**config.mk**
```make
export PLATFORM = sky130hd
export DESIGN_NAME = bram_stream_reader
export DESIGN_NICKNAME = d
export VERILOG_FILES = /design/src/rtl/bram_stream_reader_pkg.sv /design/src/rtl/bram_stream_reader_ram.sv /design/src/rtl/bram_stream_reader.sv
export SDC_FILE = /design/constraint.sdc
export NUM_CORES = 1
export LEC_CHECK = 0
export ABC_AREA = 1
export CORE_ASPECT_RATIO = 1.75
export CORE_MARGIN = 10
export CORE_UTILIZATION = 55
export DETAILED_ROUTE_END_ITERATION = 10
export PLACE_DENSITY = 0.85
export SLEW_MARGIN = 20
export SYNTH_ARGS = -nofsm -noshare
export SYNTH_HDL_FRONTEND = slang
export SYNTH_HIERARCHICAL = 1
export SYNTH_SLANG_ARGS = --single-unit
```
**constraint.sdc**
```tcl
create_clock -name clk -period 4.4 [get_ports clk]
set_clock_uncertainty 0.15 [all_clocks]
set_input_delay 0.88 -clock clk [delete_from_list [all_inputs] [get_ports clk]]
set_output_delay 0.88 -clock clk [all_outputs]
set_load 0.02 [all_outputs]
```
**src/rtl/bram_stream_reader_pkg.sv**
```systemverilog
// rtl/bram_stream_reader_pkg.sv - shared pointer type and wrap-increment helper
package bram_stream_reader_pkg;

  localparam int unsigned PTR_W = 6;

  typedef logic [PTR_W-1:0] ptr_t;

  // Pointers wrap at depth-1 so non-power-of-2 RAMs never see an out-of-range address
  function automatic int unsigned wrap_inc(input int unsigned ptr, input int unsigned depth);
    return (ptr == depth - 32'd1) ? 32'd0 : ptr + 32'd1;
  endfunction

endpackage

```
**src/rtl/bram_stream_reader_ram.sv**
```systemverilog
// rtl/bram_stream_reader_ram.sv - simple-dual-port block RAM with registered, clock-enabled read port
module fire_sdp_ram #(
  parameter int          WIDTH        = 8,
  parameter int          ADDRESSWIDTH = 6,
  parameter int unsigned DEPTH        = 34
) (
  input  logic                    clk,
  input  logic                    reset_n,
  input  logic [ADDRESSWIDTH-1:0] a,
  input  logic [WIDTH-1:0]        din,
  input  logic                    we,
  input  logic [ADDRESSWIDTH-1:0] dpra,
  input  logic                    qdpo_ce,
  output logic [WIDTH-1:0]        qdpo
);

  (* ram_style = "block" *) logic [WIDTH-1:0] mem_q [DEPTH];

  always_ff @(posedge clk) begin
    if (we) begin
      mem_q[a] <= din;
    end
  end

  // Contents are never reset; only the output register is
  always_ff @(posedge clk) begin
    if (!reset_n) begin
      qdpo <= '0;
    end else if (qdpo_ce) begin
      qdpo <= mem_q[dpra];
    end
  end

endmodule

```
**src/rtl/bram_stream_reader.sv**
```systemverilog
// rtl/bram_stream_reader.sv - read end of a BRAM FIFO; hides RAM read latency behind a 2-entry skid
module bram_stream_reader
  import bram_stream_reader_pkg::*;
#(
  parameter int          WIDTH        = 8,
  parameter int          ADDRESSWIDTH = PTR_W,
  parameter int unsigned DEPTH        = 34,
  parameter int          LEVELWIDTH   = 7
) (
  input  logic                  clk,
  input  logic                  reset_n,
  input  logic                  wr_en,
  input  logic [WIDTH-1:0]      wr_data,
  output logic                  wr_full,
  output logic                  wr_overflow,
  output logic                  rd_valid,
  input  logic                  rd_ready,
  output logic [WIDTH-1:0]      rd_data,
  output logic [LEVELWIDTH-1:0] level
);

  logic [ADDRESSWIDTH-1:0] wr_ptr_q, wr_ptr_d, rd_ptr_q, rd_ptr_d;
  logic [LEVELWIDTH-1:0]   ram_cnt_q, ram_cnt_d, level_q;
  logic                    inflight_q, inflight_d;
  logic [1:0]              skid_cnt_q, skid_cnt_d;
  logic [WIDTH-1:0]        skid0_q, skid0_d, skid1_q, skid1_d;
  logic                    wr_full_q, wr_overflow_q, wr_overflow_d;
  logic [WIDTH-1:0]        ram_q;
  logic                    wr_acc, pop, fetch;
  logic [2:0]              pending;

  assign wr_acc = wr_en & ~wr_full_q;
  assign pop    = rd_valid & rd_ready;

  // Skid entries plus the read in flight, after this cycle's pop, must leave room for one more
  assign pending = {1'b0, skid_cnt_q} + {2'b0, inflight_q} - {2'b0, pop};
  assign fetch   = (ram_cnt_q != '0) && (pending < 3'd2);

  assign wr_ptr_d      = wr_acc ? ADDRESSWIDTH'(wrap_inc(32'(wr_ptr_q), DEPTH)) : wr_ptr_q;
  assign rd_ptr_d      = fetch  ? ADDRESSWIDTH'(wrap_inc(32'(rd_ptr_q), DEPTH)) : rd_ptr_q;
  assign ram_cnt_d     = ram_cnt_q + LEVELWIDTH'(wr_acc) - LEVELWIDTH'(fetch);
  assign inflight_d    = fetch;
  assign wr_overflow_d = wr_overflow_q | (wr_en & wr_full_q);

  always_comb begin
    skid0_d    = skid0_q;
    skid1_d    = skid1_q;
    skid_cnt_d = skid_cnt_q;
    case ({inflight_q, pop})
      2'b01: begin
        skid0_d    = skid1_q;
        skid_cnt_d = skid_cnt_q - 2'd1;
      end
      2'b10: begin
        if (skid_cnt_q == 2'd0) skid0_d = ram_q;
        else                    skid1_d = ram_q;
        skid_cnt_d = skid_cnt_q + 2'd1;
      end
      2'b11: begin
        if (skid_cnt_q == 2'd1) begin
          skid0_d = ram_q;
        end else begin
          skid0_d = skid1_q;
          skid1_d = ram_q;
        end
      end
      default: ;
    endcase
  end

  always_ff @(posedge clk) begin
    if (!reset_n) begin
      wr_ptr_q      <= '0;
      rd_ptr_q      <= '0;
      ram_cnt_q     <= '0;
      inflight_q    <= 1'b0;
      skid_cnt_q    <= '0;
      skid0_q       <= '0;
      skid1_q       <= '0;
      wr_full_q     <= 1'b0;
      wr_overflow_q <= 1'b0;
      level_q       <= '0;
    end else begin
      wr_ptr_q      <= wr_ptr_d;
      rd_ptr_q      <= rd_ptr_d;
      ram_cnt_q     <= ram_cnt_d;
      inflight_q    <= inflight_d;
      skid_cnt_q    <= skid_cnt_d;
      skid0_q       <= skid0_d;
      skid1_q       <= skid1_d;
      wr_full_q     <= (ram_cnt_d == LEVELWIDTH'(DEPTH));
      wr_overflow_q <= wr_overflow_d;
      level_q       <= ram_cnt_d + LEVELWIDTH'(inflight_d) + LEVELWIDTH'(skid_cnt_d);
    end
  end

  fire_sdp_ram #(
    .WIDTH        (WIDTH),
    .ADDRESSWIDTH (ADDRESSWIDTH),
    .DEPTH        (DEPTH)
  ) u_ram (
    .clk     (clk),
    .reset_n (reset_n),
    .a       (wr_ptr_q),
    .din     (wr_data),
    .we      (wr_acc),
    .dpra    (rd_ptr_q),
    .qdpo_ce (fetch),
    .qdpo    (ram_q)
  );

  assign wr_full     = wr_full_q;
  assign wr_overflow = wr_overflow_q;
  assign rd_valid    = (skid_cnt_q != 2'd0);
  assign rd_data     = skid0_q;
  assign level       = level_q;

endmodule

```
==> flow_metrics.env <==
export IMPL_status="finished, final reports clean"
export IMPL_port_buffer_count=29
export IMPL_final_min_clock_period_ns=4.09
export IMPL_critical_path_reg2reg_endpoint="level[4]"
export IMPL_r2r_worst_path_depth=22
export IMPL_vias_per_cell=5.84
export IMPL_grt_start_max_net_pins=105
export IMPL_ys_async_sr_fraction=0
export IMPL_hold_path_class="reg2reg"
export IMPL_dpl_hpwl_mm=20.9
export IMPL_antenna_cells=0
export IMPL_worstSkewPairLatency_ns=0.55
export IMPL_cts_root_buf="sky130_fd_sc_hd__clkbuf_16"
export IMPL_floorplan_initialDensity=0.554
export IMPL_slew_headroom=0.305
export IMPL_netlist_area_mm2=0.0139
export IMPL_worst_hold_path_num_cells=2
export IMPL_clk_transition_reported_paths_ns=0.07
export IMPL_cellLeakagePower_nw=5.86
export IMPL_netlist_cell_type_count=36
export IMPL_synth_enable_flop_cells=272
export IMPL_tightest_slew_ns=1.04
export IMPL_post_route_cells_drive_above_1_share=0.0688
export IMPL_detail_route_iter0_violations=980
export IMPL_first_global_vias=9785
export IMPL_cp_cell_sequence="clkdlybuf4s50_1, nand2_2, nor2_2, o21ai_0, fa_1, nand2_1, nor2_2, nand2_1, nor2_1, inv_1, nand2_1, ha_1, inv_1, fa_1, inv_1, fa_1, nand2_2, nor3_1, o22ai_1, inv_1"
export IMPL_cp_endpoint_kind="register"
export IMPL_setup_viol=0
export IMPL_crit_path_top_delay_cell="sky130_fd_sc_hd__fa_1"
export IMPL_grt_setup_unrepaired="no"
export IMPL_placement_cell_area_mm2=0.0146
export IMPL_syn_avg_cell_area_um2=10.4
export IMPL_pnr_total_power_w=0.00948
export IMPL_antenna_violating_nets_post_route=0
export IMPL_cts_sink_count=327
export IMPL_critical_path_cell_count=20
export IMPL_whs_endpoint="wr_overflow"
export IMPL_synth_warnings=6
export IMPL_dr_total_vias=10003
export IMPL_hold_buffers=0
export IMPL_r2r_start="skid_cnt_q[0]"
export IMPL_grt_antenna_before_repair=0
export IMPL_tcrit_tclk_final=0.931
export IMPL_power_per_cell_area_mw_per_mm2=614
export IMPL_timing_fmax_mhz=244
export IMPL_die_height_um=231
export IMPL_postCtsSetupBuffers=0
export IMPL_critical_path_top_delay_family="adder cells"
export IMPL_seq_area_frac_synth=0.665
export IMPL_timing_hold_violations_final=0
export IMPL_most_common_cell_in_the_netlist="sky130_fd_sc_hd__nand2_1"
export IMPL_core_region_area_mm2=0.0251
export IMPL_cpPeakStageDelay_ns=0.56
export IMPL_final_design_area_no_fill_mm2=0.0154
export IMPL_setup_tns_final_ns=0
export IMPL_tritoncts="done"
export IMPL_dp_cell_count=1664
export IMPL_stdcell_count=1712
export IMPL_max_cap_violations=0
export IMPL_finalMaxSlewViolations=0
export IMPL_critPathMaxFanout=6
export IMPL_path_class="in2reg"
export IMPL_rd_place_congestion=0.930
export IMPL_detail_route_drc_violations=0
export IMPL_synth_area_top_cells="sky130_fd_sc_hd__edfxtp_1 59%, sky130_fd_sc_hd__nand2_1 13%, sky130_fd_sc_hd__dfxtp_1 7.9%, sky130_fd_sc_hd__nand3_1 7.2%, sky130_fd_sc_hd__nor2_1 2.0%"
export IMPL_grt_pass1_wl_mm=51.4
export IMPL_drt_wirelength_per_cell_um=19.3
export IMPL_grt_overflow=0
export IMPL_cts_buf_count=26
export IMPL_dieArea_mm2=0.0323
export IMPL_grt_util_all_layers=0.198
export IMPL_cts_htree_levels=1
export IMPL_fp_dieW_um=140
export IMPL_worstPathArrival_ns=4.39
export IMPL_core_rowCount=77
export IMPL_critical_path_n_buffers_inverters=5
export IMPL_peakVddDrop_v=0.000293
export IMPL_synth_top_cells_by_count="464 x sky130_fd_sc_hd__nand2_1, 272 x sky130_fd_sc_hd__edfxtp_1, 200 x sky130_fd_sc_hd__nand3_1"
export IMPL_fill_cells=1848
export IMPL_synth_cells=1345
export IMPL_mappedNetlistNets=1378
export IMPL_nets=1409
export IMPL_cts_root_to_sink_buffers=3
export IMPL_firstDrtPassIters=6
export IMPL_critical_path_most_common_cell="sky130_fd_sc_hd__inv_1"
export IMPL_start_kind="primary input"
export IMPL_holdCritStartpoint="wr_overflow"
export IMPL_synth_seq_cells=327
export IMPL_yosys_area_top_type="sky130_fd_sc_hd__edfxtp_1"
export IMPL_synth_top_cell_area_share=0.586
export IMPL_area_delta_synth_final_pct=10.8
export IMPL_finalWirelength_mm=33.0
export IMPL_critPathRequiredTime_ns=4.69
export IMPL_postSynth_topFlopCell="sky130_fd_sc_hd__edfxtp_1"
export IMPL_io_pins=30
export IMPL_worst_slack_on_hold_paths_ns=0.332
export IMPL_r2r_setup_slack_ns=0.35
export IMPL_critPathLaunch="rd_ready"
layout make-up:
type                            count  area [um2]  share of cell area
Sequential cell                   327        9280               0.601
Clock buffer                       28         658              0.0427
Tap cell                          316         395              0.0256
Timing Repair Buffer               65         573              0.0371
Multi-Input combinational cell    891        4100               0.266
Clock inverter                     20         180              0.0117
Inverter                           65         246              0.0160
worst reg2reg max path: stages (launching register included):
cell,delay [ns]
sky130_fd_sc_hd__dfxtp_2,0.36
sky130_fd_sc_hd__inv_1,0.08
sky130_fd_sc_hd__ha_1,0.21
sky130_fd_sc_hd__inv_1,0.10
sky130_fd_sc_hd__nand2_2,0.10
sky130_fd_sc_hd__nor2_2,0.11
sky130_fd_sc_hd__o21ai_0,0.13
sky130_fd_sc_hd__fa_1,0.56
sky130_fd_sc_hd__nand2_1,0.06
sky130_fd_sc_hd__nor2_2,0.10
sky130_fd_sc_hd__nand2_1,0.08
sky130_fd_sc_hd__nor2_1,0.14
sky130_fd_sc_hd__inv_1,0.07
sky130_fd_sc_hd__nand2_1,0.06
sky130_fd_sc_hd__ha_1,0.16
sky130_fd_sc_hd__inv_1,0.05
sky130_fd_sc_hd__fa_1,0.51
sky130_fd_sc_hd__inv_1,0.08
sky130_fd_sc_hd__fa_1,0.44
sky130_fd_sc_hd__nand2_2,0.13
sky130_fd_sc_hd__nor3_1,0.06
sky130_fd_sc_hd__o22ai_1,0.16
sky130_fd_sc_hd__inv_1,0.06
layout by cell type (no fill, tap or decap), types with 8 or more instances in the layout:
master	netlist	layout
sky130_fd_sc_hd__edfxtp_1	272	272
sky130_fd_sc_hd__o21ai_0	35	35
sky130_fd_sc_hd__clkdlybuf4s50_1	0	29
sky130_fd_sc_hd__nand4_1	13	13
sky130_fd_sc_hd__nor3_1	8	8
sky130_fd_sc_hd__buf_4	3	35
sky130_fd_sc_hd__nor2_1	76	74
sky130_fd_sc_hd__nand2_1	464	461
sky130_fd_sc_hd__inv_1	63	62
sky130_fd_sc_hd__clkinv_2	0	8
sky130_fd_sc_hd__nand3_1	200	200
sky130_fd_sc_hd__dfxtp_1	55	51
sky130_fd_sc_hd__ha_1	18	18
sky130_fd_sc_hd__a21oi_1	38	38
sky130_fd_sc_hd__clkbuf_16	0	26
sky130_fd_sc_hd__a22oi_1	8	8
per-layer routing:
metal	share of wire	routed length, um	track usage	up-vias
li1	-	-	-	4647
met1	0.33	11000	0.205	4723
met2	0.53	17500	0.354	486
met3	0.064	2130	0.0280	147
met4	0.069	2270	0.142	0
met5	0	0	0	-
worst max-delay path by stage:
stage | endpoint | slack, ns
final | level[4] | 0.31
after global routing | level[3] | 0.009
after CTS | level[6] | 0.16
after detailed placement | level[4] | -0.37
after global placement | level[3] | -0.23
after floorplan | level[6] | 0.16
logic make-up after synthesis:
kind of cell / after synthesis / synth area share
xor+xnor: 4 / 0.00252
flops: 327 / 0.665
fa+ha+maj: 21 / 0.0205
compound gates: 89 / 0.0345
buf+inv: 127 / 0.0412
simple gates: 777 / 0.236
flip-flops by register name, summed over array words and instances (netlist names), 2 cells and up:
| name | cells |
|---|---|
| skid1_q | 8 |
| ram_cnt_q | 7 |
| level | 7 |
| rd_ptr_q | 6 |
| u_ram/qdpo | 8 |
| skid_cnt_q | 2 |
| wr_ptr_q | 6 |
| rd_data | 8 |
| u_ram/mem_q | 272 |
report_power, final:
part	internal (W)	switching, W	total, W	leakage, nW
clock	0.00122	0.00107	0.00229	0.396
combinational	0.00121	0.00226	0.00348	2.56
sequential	0.00355	0.000162	0.00371	2.90
metrics by stage:
step            util  worst slack (ns)
2_1_floorplan      -             0.160
3_3_place_gp   0.580            -0.225
3_5_place_dp   0.580            -0.375
4_1_cts        0.613             0.159
5_1_grt        0.614           0.00919
6_report       0.614             0.305
timing repair:
| action | CTS | global route |
|---|---|---|
| resized for setup | 0 | 8 |
| endpoints found under the setup margin | 0 | 6 |
| endpoints found under the hold margin | 0 | 0 |
Power figures use the tool's default switching activity.
